## src/rtl/gigatron_video_capture.sv

```systemverilog
// gigatron_video_capture
//
// Captures the Gigatron CPU's OUT port into a 160x120 framebuffer. OUT[7] is
// VSYNC and OUT[6] is HSYNC, both active low. OUT[5:0] is the 6-bit colour.
// One of every four scanlines becomes a framebuffer row. Writes go out
// through a single registered write port that has no back-pressure.
//
// Ports:
//   clock      system clock, rising edge
//   rst_n      asynchronous active-low reset
//   ce         CPU cycle enable; sampling and all state changes need it high
//   out        CPU OUT register
//   fb_addr    write address {row[6:0], col[7:0]}
//   fb_data    colour being written
//   fb_we      write strobe, high for one clock per pixel
//   frame_done one-clock pulse, one clock after the last pixel write of a frame
//   line_err   sticky short-line flag
//
// Optional feature: define GIGATRON_VIDEO_LINECHK_EN to make line_err latch
// high on any short line. Without it, line_err is tied low.

module gigatron_video_capture #(
  parameter int unsigned H_START  = 12,
  parameter int unsigned H_PIXELS = 160,
  parameter int unsigned V_START  = 33,
  parameter int unsigned V_ROWS   = 120
) (
  input  logic        clock,
  input  logic        rst_n,
  input  logic        ce,
  input  logic [7:0]  out,
  output logic [14:0] fb_addr,
  output logic [5:0]  fb_data,
  output logic        fb_we,
  output logic        frame_done,
  output logic        line_err
);

  localparam logic [5:0] VStartC  = 6'(V_START);
  localparam logic [3:0] HStartM1 = 4'(H_START - 1);
  localparam logic [7:0] ColLast  = 8'(H_PIXELS - 1);
  localparam logic [6:0] RowLast  = 7'(V_ROWS - 1);

  typedef enum logic [2:0] {
    StIdle,
    StVbp,
    StHwait,
    StHporch,
    StActive
  } state_e;

  state_e state_q, state_d;

  // Input sample and the sync bits of the sample before it.
  logic [7:0] s_q;
  logic       vs_prev_q, hs_prev_q;
  logic       vs_rise, vs_fall, hs_rise;

  logic [5:0] line_cnt_q, line_cnt_d;
  logic [1:0] scan_q, scan_d;
  logic [1:0] scan_adv;
  logic [6:0] row_q, row_d;
  logic [7:0] col_q, col_d;
  logic [3:0] hcnt_q, hcnt_d;
  logic       short_line;

  logic       pix_we, last_pix;
  logic [14:0] fb_addr_q;
  logic [5:0]  fb_data_q;
  logic        fb_we_q;
  logic        done_pend_q;
  logic        frame_done_q;

  assign vs_rise = s_q[7] & ~vs_prev_q;
  assign vs_fall = ~s_q[7] & vs_prev_q;
  assign hs_rise = s_q[6] & ~hs_prev_q;

  // The sample register holds inactive sync bits while in reset. This keeps
  // the first real sample after reset from looking like a sync edge.
  always_ff @(posedge clock or negedge rst_n) begin
    if (!rst_n) begin
      s_q       <= 8'hC0;
      vs_prev_q <= 1'b1;
      hs_prev_q <= 1'b1;
    end else if (ce) begin
      vs_prev_q <= s_q[7];
      hs_prev_q <= s_q[6];
      s_q       <= out;
    end
  end

  // State register and counters. Every next value equals the current value
  // unless ce is high.
  always_ff @(posedge clock or negedge rst_n) begin
    if (!rst_n) begin
      state_q    <= StIdle;
      line_cnt_q <= '0;
      scan_q     <= '0;
      row_q      <= '0;
      col_q      <= '0;
      hcnt_q     <= '0;
    end else begin
      state_q    <= state_d;
      line_cnt_q <= line_cnt_d;
      scan_q     <= scan_d;
      row_q      <= row_d;
      col_q      <= col_d;
      hcnt_q     <= hcnt_d;
    end
  end

  // Next-state logic. Each ce cycle evaluates the sample already held in s_q.
  always_comb begin
    state_d    = state_q;
    line_cnt_d = line_cnt_q;
    scan_d     = scan_q;
    row_d      = row_q;
    col_d      = col_q;
    hcnt_d     = hcnt_q;
    short_line = 1'b0;
    scan_adv   = scan_q + 2'd1;

    if (ce) begin
      if (state_q != StIdle && vs_fall) begin
        // A VSYNC edge overrides any HSYNC edge in the same sample.
        state_d = StIdle;
      end else begin
        unique case (state_q)
          StIdle: begin
            if (vs_rise) begin
              line_cnt_d = '0;
              state_d    = StVbp;
            end
          end
          StVbp: begin
            if (hs_rise) begin
              line_cnt_d = line_cnt_q + 6'd1;
              if (line_cnt_q + 6'd1 == VStartC) begin
                scan_d  = '0;
                row_d   = '0;
                state_d = StHwait;
              end
            end
          end
          StHwait: begin
            if (hs_rise) begin
              if (scan_q == 2'd0) begin
                hcnt_d  = '0;
                state_d = StHporch;
              end else begin
                scan_d = scan_adv;
              end
            end
          end
          StHporch: begin
            if (hs_rise) begin
              short_line = 1'b1;
            end else if (hcnt_q == HStartM1) begin
              col_d   = '0;
              state_d = StActive;
            end else begin
              hcnt_d = hcnt_q + 4'd1;
            end
          end
          StActive: begin
            if (hs_rise) begin
              short_line = 1'b1;
            end else if (col_q == ColLast) begin
              if (row_q == RowLast) begin
                state_d = StIdle;
              end else begin
                row_d   = row_q + 7'd1;
                scan_d  = scan_adv;
                state_d = StHwait;
              end
            end else begin
              col_d = col_q + 8'd1;
            end
          end
          default: state_d = StIdle;
        endcase

        // A short line closes the current line as if it had completed. The
        // same HSYNC edge is then evaluated again as HWAIT would evaluate it.
        if (short_line) begin
          row_d = (row_q == RowLast) ? row_q : row_q + 7'd1;
          if (scan_adv == 2'd0) begin
            scan_d  = scan_adv;
            hcnt_d  = '0;
            state_d = StHporch;
          end else begin
            scan_d  = scan_adv + 2'd1;
            state_d = StHwait;
          end
        end
      end
    end
  end

  // Output decode: a pixel is written on a ce cycle in ACTIVE unless the
  // sample carries an abort or a short-line edge.
  always_comb begin
    pix_we   = 1'b0;
    last_pix = 1'b0;
    if (ce && state_q == StActive && !vs_fall && !hs_rise) begin
      pix_we   = 1'b1;
      last_pix = (col_q == ColLast) && (row_q == RowLast);
    end
  end

  always_ff @(posedge clock or negedge rst_n) begin
    if (!rst_n) begin
      fb_addr_q    <= '0;
      fb_data_q    <= '0;
      fb_we_q      <= 1'b0;
      done_pend_q  <= 1'b0;
      frame_done_q <= 1'b0;
    end else begin
      if (pix_we) begin
        fb_addr_q <= {row_q, col_q};
        fb_data_q <= s_q[5:0];
      end
      fb_we_q      <= pix_we;
      done_pend_q  <= last_pix;
      frame_done_q <= done_pend_q;
    end
  end

  assign fb_addr    = fb_addr_q;
  assign fb_data    = fb_data_q;
  assign fb_we      = fb_we_q;
  assign frame_done = frame_done_q;

`ifdef GIGATRON_VIDEO_LINECHK_EN
  logic line_err_q;

  always_ff @(posedge clock or negedge rst_n) begin
    if (!rst_n) begin
      line_err_q <= 1'b0;
    end else if (short_line) begin
      line_err_q <= 1'b1;
    end
  end

  assign line_err = line_err_q;
`else
  assign line_err = 1'b0;
`endif

endmodule

```

## config.mk

```make
export PLATFORM = sky130hd
export DESIGN_NAME = gigatron_video_capture
export DESIGN_NICKNAME = d
export VERILOG_FILES = /design/src/rtl/gigatron_video_capture.sv
export SDC_FILE = /design/constraint.sdc
export NUM_CORES = 1
export LEC_CHECK = 0
export CAP_MARGIN = 20
export CELL_PAD_IN_SITES_DETAIL_PLACEMENT = 1
export CELL_PAD_IN_SITES_GLOBAL_PLACEMENT = 2
export CORE_MARGIN = 4
export CORE_UTILIZATION = 37
export CTS_BUF_LIST = sky130_fd_sc_hd__clkbuf_8
export DETAILED_ROUTE_END_ITERATION = 10
export GPL_ROUTABILITY_DRIVEN = 0
export PLACE_DENSITY_LB_ADDON = 0.1
export SETUP_SLACK_MARGIN = 0.05
export SLEW_MARGIN = 15
export SYNTH_ARGS = -nofsm -noshare
export SYNTH_HDL_FRONTEND = slang
export SYNTH_SLANG_ARGS = --single-unit
```

## constraint.sdc

```tcl
create_clock -name clock -period 2.86 [get_ports clock]
set_input_delay 0.429 -clock clock [delete_from_list [all_inputs] [get_ports clock]]
set_output_delay 0.429 -clock clock [all_outputs]
set_load 0.05 [all_outputs]
```

# Word-level counts from Yosys, hierarchy flattened

Index checks and enable logic that the tools add are counted.

Bits in registers: 64
Bits in latches: 0
Memory bits (writable): 0
Bits in read-only memories: 0
Bits of input ports: 11
Output and inout bits: 24
Word-level logic and storage cells: 131
Memories: 0

Add/sub/neg operators: 6
Multipliers: 0
Divide/modulo/power cells: 0
$lt $le $gt $ge: 0
Eq/ne operators: 30
Shifts and indexed selects: 0
Muxes and demuxes: 52
Bitwise operators: 7
Reductions and logical operators: 22

Operators by type and width:

| cell                  | count |
|---|---|
| $mux W7               | 6 |
| $mux W3               | 11 |
| $mux W8               | 4 |
| $ne A4 B4 Y1 const B  | 7 |
| $mux W4               | 6 |
| $mux W2               | 10 |
| $reduce_and A10 Y1    | 2 |
| $pmux W8 S2           | 1 |
| $pmux W3 S5           | 1 |
| $pmux W7 S2           | 1 |
| $reduce_and A7 Y1     | 2 |
| $mux W6               | 2 |
| $ne A2 B2 Y1 const B  | 6 |
| $ne A3 B3 Y1 const B  | 4 |
| $pmux W6 S2           | 1 |
| $add A8 B1 Y8 const B | 1 |
| $eq A8 B8 Y1 const B  | 1 |
| $pmux W4 S2           | 1 |
| $add A7 B1 Y7 const B | 1 |
| $eq A7 B7 Y1 const B  | 1 |
| $mux W1               | 7 |
| $add A6 B1 Y6 const B | 1 |
| $eq A3 B2 Y1 const B  | 2 |
| $eq A6 B6 Y1 const B  | 1 |
| other kinds (22)      | 37 |

# Logic depth before layout (Yosys ltp)

Gate-level depths: netlist of run 1.

Depth in word-level cells: 8
Mapped depth: 8
Gate-level depth less buffers: 8

# Least setup slack after synthesis of run 1

Ideal clock, no wire load.

Path type: reg-to-reg
Start point: register line_cnt_q[0]
End point: register state_q[1]
Library setup time: 0.124 ns
Arrival time: 1.872 ns
Required time: 2.736 ns
Setup slack: 0.864 ns
Stages on the path, launching flop included: 7
Path buffers: 0
Clock period less this slack: 1.996 ns
Cells stage by stage: dfrtp_1 > ha_1 > o41ai_1 > o22a_1 > o311ai_1 > and3_1 > a211o_1

Cells in the longest elaborated chain, start to end: 4

RTL lines:

| what                         | line | RTL |
|---|---|---|
| start, declared              | 59   | `logic [5:0] line_cnt_q, line_cnt_d;` |
| start signal, assigned       | 104  | `line_cnt_q <= line_cnt_d;` |
| $add A6 B1 Y6                | 138  | `if (line_cnt_q + 6'd1 == VStartC) begin` |
| $eq A6 B6 Y1                 | 138  |  |
| $ne A4 B4 Y1 (no line)       | -    |  |
| $reduce_and A10 Y1 (no line) | -    |  |
| end signal, assigned         | 96   | `state_q <= StIdle;` |
| end signal, assigned         | 103  | `state_q <= state_d;` |
| end, declared                | 52   | `state_e state_q, state_d;` |

Every way passes these cells.
A chain may end at the register's enable or synchronous reset.

# Worst setup path in the final report of run 1

Start point: register state_q[2]
End point: register col_q[3]

Cells in the longest elaborated chain, start to end: 4
Elaborated cells between the ends (all ways): 12
Classes of those cells: 6 x eq/ne; 1 x mux; 1 x bitwise; 4 x reduce/logical

RTL lines:

| what                                                                      | line | RTL |
|---|---|---|
| parallel branches: the longest is 4 deep, another holds $reduce_and A7 Y1 | -    |  |
| end signal, assigned                                                      | 107  | `col_q <= col_d;` |
| end, declared                                                             | 63   | `logic [7:0] col_q, col_d;` |

Parallel ways; which one is timed is not known.

==> metrics.txt, run 1 <==
synth top area cells=dfrtp_1 45%, nand2_1 9.3%, o21ai_0 4.7%; Total Wirelength=around 8100 um; largest net degree at the start of global routing=between 60 and 70; first-pass GRT wire length=around 14,000 um; number of synthesized flops with an enable pin=0; I/O pin count=35; #FFs+latches synth=64; Worst R2R Path Depth=5; count of cell types in the netlist=54; DR DRC count=0; GRT Util Overall=between 15 and 20%; share of cells above drive strength 1=approximately an eighth; fmax=roughly 430 MHz; largest area contributor in the synthesized netlist=dfrtp_1; Worst path top cell family by delay=simple AND/OR/NAND/NOR gates; critical path type=reg2reg; synth warn=0; CTS tree=built; Max-Cap Viols=0; Commonest cells post-synth=82 x nand2_1, 60 x dfrtp_1, 31 x o21ai_0; Top FF cell, synth=dfrtp_1; CP arrival=2.62 ns; P&R area growth vs syn=19.9%; Max Buffers Root-to-Sink=2; Post-DRT Antenna Nets=0; syn_nets=~380; Mapped Cells=between 300 and 400; postcts setup bufs=0; mapped cell area=between 3000 and 4000 um^2; Critical Path RT=about 3.1 ns; slowest CP cell=dfrtp_1; RSZ-0062 raised after global routing=no; wire per inst=approximately 16 um; clk_lat worst skew=about 0.35 ns; Detailed Place HPWL=between 5000 and 6000 um; die height=103 um; Final Cycle Share=approximately four fifths; Vias=2,703; setup tns final=0 ns; Seq/Total Area, Yosys=slightly below 50%; clk_skew=0.0123 ns; full die area=approximately 11,000 um^2; setup violators final=0; Worst R2R Setup Slack=between 0.5 and 0.6 ns; post-DR vias/cell=between 5 and 6; vias in the first global route=2,750; slowest stage delay, CP=around 0.59 ns; Power Total=roughly 3.3 mW; worst hold path type=in2async; Worst setup SP type=flip-flop; Worst-Margin Slew=approximately 0.62 ns; Crit. End Element=flip-flop; Initial Util=a little under two fifths; worst r2r dst=col_q[3]$_DFFE_PN0P_; setup slack after layout=between 0.5 and 0.6 ns; asr flop ratio synth=100%; chip width=103 um; minimum clock period=2.34 ns; pwr dens=between 800 and 900 nW/um^2; Layout Nets=just over 400; top cell type's share of synthesized area=a little under half; First-pass DRT Iterations=4; gr ovfl total=0; Leak=between 1.5 and 2 nW; Final Hold Viols=0; Final Slew Violations=0; maximum level of the CTS H-tree=3; CTS root buffer=clkbuf_8; core area=a little under 9000 um^2; count leader, synth=nand2_1; antenna violations before repair=0; Syn Area/Cell=around 9 um^2; worst path cell trace=nor3b_4, o211ai_2, a211o_1, or3_1, a21oi_1; row cnt=34; cts hold-fix bufs=0; CP Max Fanout=14; TritonCTS Buffers=9; status=completed; placed insts=between 400 and 500; Worst-path clk slew=about 0.07 ns; Port Buffer Count=33; CP endpoint=col_q[3]$_DFFE_PN0P_; ANT cells=0; Worst Setup SP=state_q[2]$_DFFE_PN0P_; Worst VDD drop=between 0.3 and 0.4 mV; r2r startpoint=state_q[2]$_DFFE_PN0P_; Max transition margin=57.9%; count of buffer and inverter cells on the critical path=0; pre-CTS worst setup slack=about 0.56 ns; non-filler cells, final=just over 500; # clock sinks=64; stages on the worst setup path=5; initial drt markers=108; post-cts resize count=0
==> cells in the final DEF, fill, tap and decap left out, types with 3 or more instances in the layout <==
cell,count
nor2_1,18
a31oi_1,10
nand4_1,5
and2_1,4
nor2b_1,4
inv_1,13
mux2i_1,3
nand2_1,82
clkinv_2,3
nor3_1,6
o21ai_0,31
clkbuf_8,9
clkdlybuf4s50_1,32
dfstp_2,4
a21oi_1,15
nand2b_1,6
dfrtp_1,60
ha_1,7
and3_1,4
buf_4,8
a211o_1,3
or3b_1,3
nor4_1,3
mux2_2,12
o21a_1,4
o2bb2ai_1,3
nand3_1,7
==> state kept, by name, summed over array words and instances, names as in the netlist, 2 cells and up <==
signal	flops
row_q	7
line_cnt_q	6
state_q	3
hcnt_q	4
fb_addr	15
scan_q	2
fb_data	6
s_q	8
col_q	8
==> metrics by stage <==
| step | utilization (%) | instance area (um^2) | hold slack (ns) |
|---|---|---|---|
| floorplan | - | 3310 | 0.133 |
| detailed placement | 43.2 | 3760 | 0.390 |
| global route | 45.5 | 3970 | 0.105 |
| global placement | 43.2 | 3760 | 0.371 |
| CTS | 45.5 | 3970 | 0.103 |
| finish | 45.5 | 3970 | 0.0892 |
==> final cells by class <==
cell class | count | area, um^2
sequential | 64 | 1610
inverter | 13 | 48.8
tap | 108 | 135
multi-input combinational | 266 | 1570
clock inverter | 6 | 83.8
fill | 1022 | 4750
timing repair buffer | 42 | 405
clock buffer | 9 | 124
==> how the worst min path moves through the flow <==
stage / startpoint / end / slack, ns / cells past startpoint
after floorplan: rst_n / col_q[0]$_DFFE_PN0P_ / 0.13 / 0
after detailed placement: done_pend_q$_DFF_PN0_ / frame_done$_DFF_PN0_ / 0.39 / 0
after global routing: rst_n / line_cnt_q[0]$_DFFE_PN0P_ / 0.11 / 2
after global placement: done_pend_q$_DFF_PN0_ / frame_done$_DFF_PN0_ / 0.37 / 0
final: rst_n / line_cnt_q[1]$_DFFE_PN0P_ / 0.09 / 2
after CTS: rst_n / line_cnt_q[1]$_DFFE_PN0P_ / 0.10 / 2
==> cell families (layout without fill, tap and decap cells) <==
logic type                 Yosys count  in the layout  synth area share, %
muxes                               15             15                 4.99
other                                1              1                0.113
xor gates and xnor gates             2              2                0.529
AOI/OAI and AO/OA                   85             85                 16.2
and+or+nand+nor                    156            156                 22.9
adders and majority gates            7              7                 2.64
buffers and inverters               30             70                 4.16
DFF                                 64             64                 48.5
==> routing by layer <==
metal  wire (um)  track usage (%)
met3         274             4.06
met4          43             4.84
met1        4160             24.3
met5           0                0
met2        3630             25.5
==> where the power goes <==
| group | leakage (nW) | total, mW | switching (mW) | internal, mW |
|---|---|---|---|---|
| Clock | 0.109 | 0.861 | 0.376 | 0.485 |
| Sequential | 0.850 | 1.24 | 0.187 | 1.05 |
| Combinational | 0.796 | 1.16 | 0.718 | 0.444 |
| Total | 1.75 | 3.26 | 1.28 | 1.98 |
Note: power is estimated with default switching activity, not from simulation.
==> inputs of run 2 (changes only) <==
==> constraint.sdc (replaced) <==
create_clock -name clock -period 2.3 [get_ports clock]
set_input_delay 0.345 -clock clock [delete_from_list [all_inputs] [get_ports clock]]
set_output_delay 0.345 -clock clock [all_outputs]
set_load 0.05 [all_outputs]
==> run 2 against run 1 <==
Die area unchanged. Sequential share of layout area decreased by 0.66 points. Total power increased by 20%.
==> metrics.txt, run 2 (synthesized netlist as in run 1, its figures left out) <==
Layout Nets=426 (+2.9%); Total Wirelength=8190 um (+0.96%); worst hold path type=in2async; largest net degree at the start of global routing=65 (unchanged); vias in the first global route=2,787 (+1.3%); initial drt markers=66 (-39%); CP endpoint=state_q[0]$_DFFE_PN0P_; die height=103 um (unchanged); critical path type=reg2reg; multi-input logic area=1580 um^2 (+0.64%); Detailed Place HPWL=5920 um (+5.8%); setup slack after layout=0.233 ns (-0.285 ns); commonest non-fill, non-tap cell in the layout=nand2_1; Layout fillers=1,022 (unchanged); Worst R2R Setup Slack=0.23 ns (-0.29 ns); r2r startpoint=line_cnt_q[0]$_DFFE_PN0P_; clk_lat worst skew=0.34 ns (about the same); slowest CP cell=dfrtp_1; cts hold-fix bufs=0 (unchanged); share of cells above drive strength 1=15.3% (+3.0 points); CTS root buffer=clkbuf_8; stages on the worst setup path=6 (+1); I/O pin count=35 (unchanged); Worst VDD drop=0.453 mV (+21%); maximum level of the CTS H-tree=3 (unchanged); Post-DRT Antenna Nets=0 (unchanged); Max transition margin=65.8% (+7.9 points); Final Hold Viols=0 (unchanged); Storage cell area=1610 um^2 (unchanged); TritonCTS Buffers=9 (unchanged); Port Buffer Count=33 (unchanged); RSZ-0062 raised after global routing=no; Final Cycle Share=89.9% (+8.0 points); First-pass DRT Iterations=4 (unchanged); row cnt=34 (unchanged); full die area=10,500 um^2 (unchanged); clk_skew=0.0131 ns (+0.000765 ns); pre-CTS worst setup slack=0.110 ns (-0.453 ns); Initial Util=38.0% (unchanged); DR DRC count=0 (unchanged); Worst-path clk slew=0.08 ns (about the same); Leak=1.79 nW (+2.1%); Crit. End Element=flip-flop; setup violators final=0 (unchanged); Core Util, Final=46.3% (+0.76 points); pwr dens=969 nW/um^2 (+18%); Worst R2R Path Depth=6 (+1); worst r2r dst=state_q[0]$_DFFE_PN0P_; placed cell area=3870 um^2 (+2.7%); setup tns final=0 ns (unchanged); Worst Setup SP=line_cnt_q[0]$_DFFE_PN0P_; slowest stage delay, CP=0.45 ns (-0.14 ns); P&R area growth vs syn=21.9%; count of buffer and inverter cells on the critical path=0 (unchanged); Worst setup SP type=flip-flop; Max-Cap Viols=0 (unchanged); fmax=484 MHz (+13%); minimum clock period=2.07 ns (-0.275 ns); first-pass GRT wire length=13,900 um (-0.34%); Max Buffers Root-to-Sink=2 (unchanged); Critical Path RT=2.57 ns (-0.56 ns); Final Slew Violations=0 (unchanged); most frequent cells in the layout=82 x nand2_1, 60 x dfrtp_1, 32 x clkdlybuf4s50_1, 31 x o21ai_0, 19 x buf_4; Worst path top cell family by delay=compound AO/OA/AOI/OAI gates; gr ovfl total=0 (unchanged); antenna violations before repair=0 (unchanged); chip width=103 um (unchanged); wire per inst=15.7 um (-1.4%); status=completed; ANT cells=0 (unchanged); Worst-Margin Slew=0.511 ns (-0.113 ns); # clock sinks=64 (unchanged); CP arrival=2.34 ns (-0.28 ns); CP Max Fanout=7 (-7); post-DR vias/cell=5.42 (+1.8%); CTS tree=built; Largest register FFs=15 (unchanged); core area=8720 um^2 (unchanged); worst path cell trace=ha_1, o41ai_2, o22a_1, o311ai_1, or3_1, o21ai_1; Vias=2,818 (+4.3%); post-route cell area=4040 um^2 (+1.7%); GRT Util Overall=16.8% (-0.10 points); worst hold slack=0.00722 ns (-0.0820 ns)
## run 2: timing repair
item / 4_1_cts / 5_1_grt
resized for setup: 0 / 2
setup buffers: 0 / 0
endpoints found under the setup margin: 0 / 10
## run 2: per-stage QoR
step,power (mW),cells
2_1_floorplan,2.57,360
3_3_place_gp,3.07,505
3_5_place_dp,3.10,505
4_1_cts,3.95,520
5_1_grt,4.21,520
6_report,3.91,520
## run 2: worst reg2reg max path: stages, from the launching register on
cell and delay [ns]:
dfrtp_1 0.45, ha_1 0.28, o41ai_2 0.37, o22a_1 0.25, o311ai_1 0.15, or3_1 0.37
o21ai_1 0.14
## run 2: worst min path at each step
stage                     cells after the start                   from                        end
final                                         2                  rst_n  line_cnt_q[1]$_DFFE_PN0P_
after global routing                          2                  rst_n  line_cnt_q[1]$_DFFE_PN0P_
after CTS                                     2                  rst_n  line_cnt_q[1]$_DFFE_PN0P_
after detailed placement                      2                  rst_n  line_cnt_q[3]$_DFFE_PN0P_
after global placement                        0  done_pend_q$_DFF_PN0_       frame_done$_DFF_PN0_
after floorplan                               0                  rst_n       col_q[0]$_DFFE_PN0P_
## run 2: where the power goes
group | total, mW | internal, mW | leakage [nW] | switching, mW
registers | 1.51 | 1.31 | 0.850 | 0.195
clock network | 0.832 | 0.378 | 0.0769 | 0.454
logic | 1.57 | 0.631 | 0.864 | 0.942
total | 3.91 | 2.32 | 1.79 | 1.59
## run 2: layer usage
metal  vias up  part of all wire (%)  global-route usage [%]
met5         -                     0                       0
met2        46                    46                    25.4
li1       1349                     -                       -
met3        11                   3.5                    3.18
met1      1412                    49                    24.1
met4         0                   1.7                    6.16
## run 2: area by class of cell
class	instances	share of cell area [%]
flip-flops and latches	64	39.8
multi-input cells	266	39.1
repair buffers	54	12.6
well taps	108	3.35
clock buffers	9	3.07
inverters	13	1.21
clock inverters	6	0.930
==> inputs of run 3 (changes only) <==
--- a/config.mk
+++ b/config.mk
@@ -13,6 +13,7 @@
 export CTS_BUF_LIST = sky130_fd_sc_hd__clkbuf_8
 export DETAILED_ROUTE_END_ITERATION = 10
 export GPL_ROUTABILITY_DRIVEN = 0
+export MAX_ROUTING_LAYER = met4
 export PLACE_DENSITY_LB_ADDON = 0.1
 export SETUP_SLACK_MARGIN = 0.05
 export SLEW_MARGIN = 15
==> run 3 against run 2 <==
Largest power group unchanged. Die area stayed put. Sequential power hardly changed. Clock skew is 0.0012 ns lower. Register-to-register slack hardly changed. Fmax is 0.19% higher. Global-route usage is 0.53 points higher. Non-clock buffer count stayed put. Critical path type unchanged. Clock power hardly changed. Total power is 0.10% lower. Combinational power hardly changed. Sequential share of layout area stayed put. Via count is 0.57% lower.
==> metrics.txt, run 3 (synthesized netlist as in run 1, its figures left out) <==
Critical Path RT=2.54 ns (-0.03 ns); status=completed; pwr dens=968 nW/um^2 (-0.10%); Final Slew Violations=0 (unchanged); worst hold path type=in2async; # clock sinks=64 (unchanged); clk_skew=0.0119 ns (-0.00118 ns); Final Cycle Share=89.7% (-0.17 points); setup violators final=0 (unchanged); row cnt=34 (unchanged); Initial Util=38.0% (unchanged); CP arrival=2.30 ns (-0.04 ns); Post-DRT Antenna Nets=0 (unchanged); minimum clock period=2.06 ns (-0.00384 ns); Largest register FFs=15 (unchanged); CP Max Fanout=7 (unchanged); RSZ-0062 raised after global routing=no; ANT cells=0 (unchanged); non-filler cells, final=520 (unchanged); full die area=10,500 um^2 (unchanged); vias in the first global route=2,788 (+0.036%); wire per inst=15.7 um (-0.16%); most frequent cells in the layout=82 x nand2_1, 60 x dfrtp_1, 32 x clkdlybuf4s50_1, 31 x o21ai_0, 19 x buf_4; Max-Cap Viols=0 (unchanged); Final Hold Viols=0 (unchanged); Max Buffers Root-to-Sink=2 (unchanged); Crit. End Element=flip-flop; die height=103 um (unchanged); Leak=1.79 nW (unchanged); critical path type=reg2reg; worst r2r dst=state_q[1]$_DFFE_PN0P_; Worst setup SP type=flip-flop; setup tns final=0 ns (unchanged); Worst-path clk slew=0.08 ns (about the same); First-pass DRT Iterations=4 (unchanged); P&R area growth vs syn=21.9% (unchanged); Max transition margin=65.8% (unchanged); r2r startpoint=line_cnt_q[0]$_DFFE_PN0P_; gr ovfl total=0 (unchanged); Worst VDD drop=0.454 mV (+0.27%); core area=8720 um^2 (unchanged); fmax=485 MHz (+0.19%); antenna violations before repair=0 (unchanged); placed insts=505 (unchanged); post-DR vias/cell=5.39 (-0.57%); GRT Util Overall=17.4% (+0.53 points); Total Wirelength=8170 um (-0.16%); clk_lat worst skew=0.34 ns (about the same); Worst R2R Path Depth=6 (unchanged); Worst-Margin Slew=0.511 ns (-0.000000477 ns); CTS tree=built; CTS root buffer=clkbuf_8; worst hold slack=0.000454 ns (-0.00677 ns); largest net degree at the start of global routing=65 (unchanged); chip width=103 um (unchanged); commonest non-fill, non-tap cell in the layout=nand2_1; Port Buffer Count=33 (unchanged); I/O pin count=35 (unchanged); initial drt markers=69 (+4.5%); share of cells above drive strength 1=15.3% (unchanged); DR DRC count=0 (unchanged); Layout fillers=1,022 (unchanged); first-pass GRT wire length=13,900 um (+0.10%); Detailed Place HPWL=5920 um (unchanged); TritonCTS Buffers=9 (unchanged); Vias=2,802 (-0.57%); Layout Nets=426 (unchanged); maximum level of the CTS H-tree=3 (unchanged); Worst R2R Setup Slack=0.24 ns (about the same)
[run 3: cell counts in the layout (fill, tap and decap cells not counted)]
Identical to the previous run, type by type.
[run 3: metrics by stage]
stage	cell area, um^2	setup WS [ns]	power, mW	utilization, %
after floorplan	3310	0.304	2.57	-
after global placement	3870	0.169	3.07	44.3
after detailed placement	3870	0.110	3.10	44.3
after CTS	4030	0.0809	3.95	46.2
after global routing	4040	0.0590	4.21	46.3
final	4040	0.237	3.91	46.3
[run 3: timing repair]
action                                  in CTS  in global routing
endpoints found under the setup margin       0                 10
buffers inserted                             0                  0
gates resized for setup                      0                  2
hold buffers                                 0                  0
[run 3: per-layer routing]
metal	vias up	wire, um	global-route usage [%]
met5	-	0	-
met4	0	152	6.16
met3	13	269	3.04
met2	40	3760	25.4
met1	1399	3990	24.2
li1	1350	-	-
[run 3: worst max-delay path by stage]
stage	startpoint	end	slack (ns)	cells after the start
global placement	line_cnt_q[0]$_DFFE_PN0P_	state_q[1]$_DFFE_PN0P_	0.17	6
global route	state_q[0]$_DFFE_PN0P_	state_q[1]$_DFFE_PN0P_	0.06	7
floorplan	line_cnt_q[0]$_DFFE_PN0P_	state_q[1]$_DFFE_PN0P_	0.30	6
CTS	line_cnt_q[0]$_DFFE_PN0P_	scan_q[1]$_DFFE_PN0P_	0.08	6
detailed placement	line_cnt_q[0]$_DFFE_PN0P_	scan_q[1]$_DFFE_PN0P_	0.11	6
finish	line_cnt_q[0]$_DFFE_PN0P_	state_q[1]$_DFFE_PN0P_	0.24	6
[run 3: area by class of cell]
type / instances / area (um^2) / area share [%]
clock inverter: 6 / 37.5 / 0.930
tap: 108 / 135 / 3.35
timing repair buffer: 54 / 508 / 12.6
sequential: 64 / 1610 / 39.8
clock buffer: 9 / 124 / 3.07
multi-input combinational: 266 / 1580 / 39.1
inverter: 13 / 48.8 / 1.21
[run 3: power breakdown]
group	internal (mW)	total, mW	switching (mW)
clock network	0.378	0.833	0.455
registers	1.31	1.50	0.193
logic	0.631	1.57	0.939
[run 3: critical path, stage by stage, from the launching register on]
cell and delay, ns:
dfrtp_1 0.45, ha_1 0.29, o41ai_2 0.37, o22a_1 0.24, o311ai_1 0.14, and3_1 0.22, a211o_1 0.25
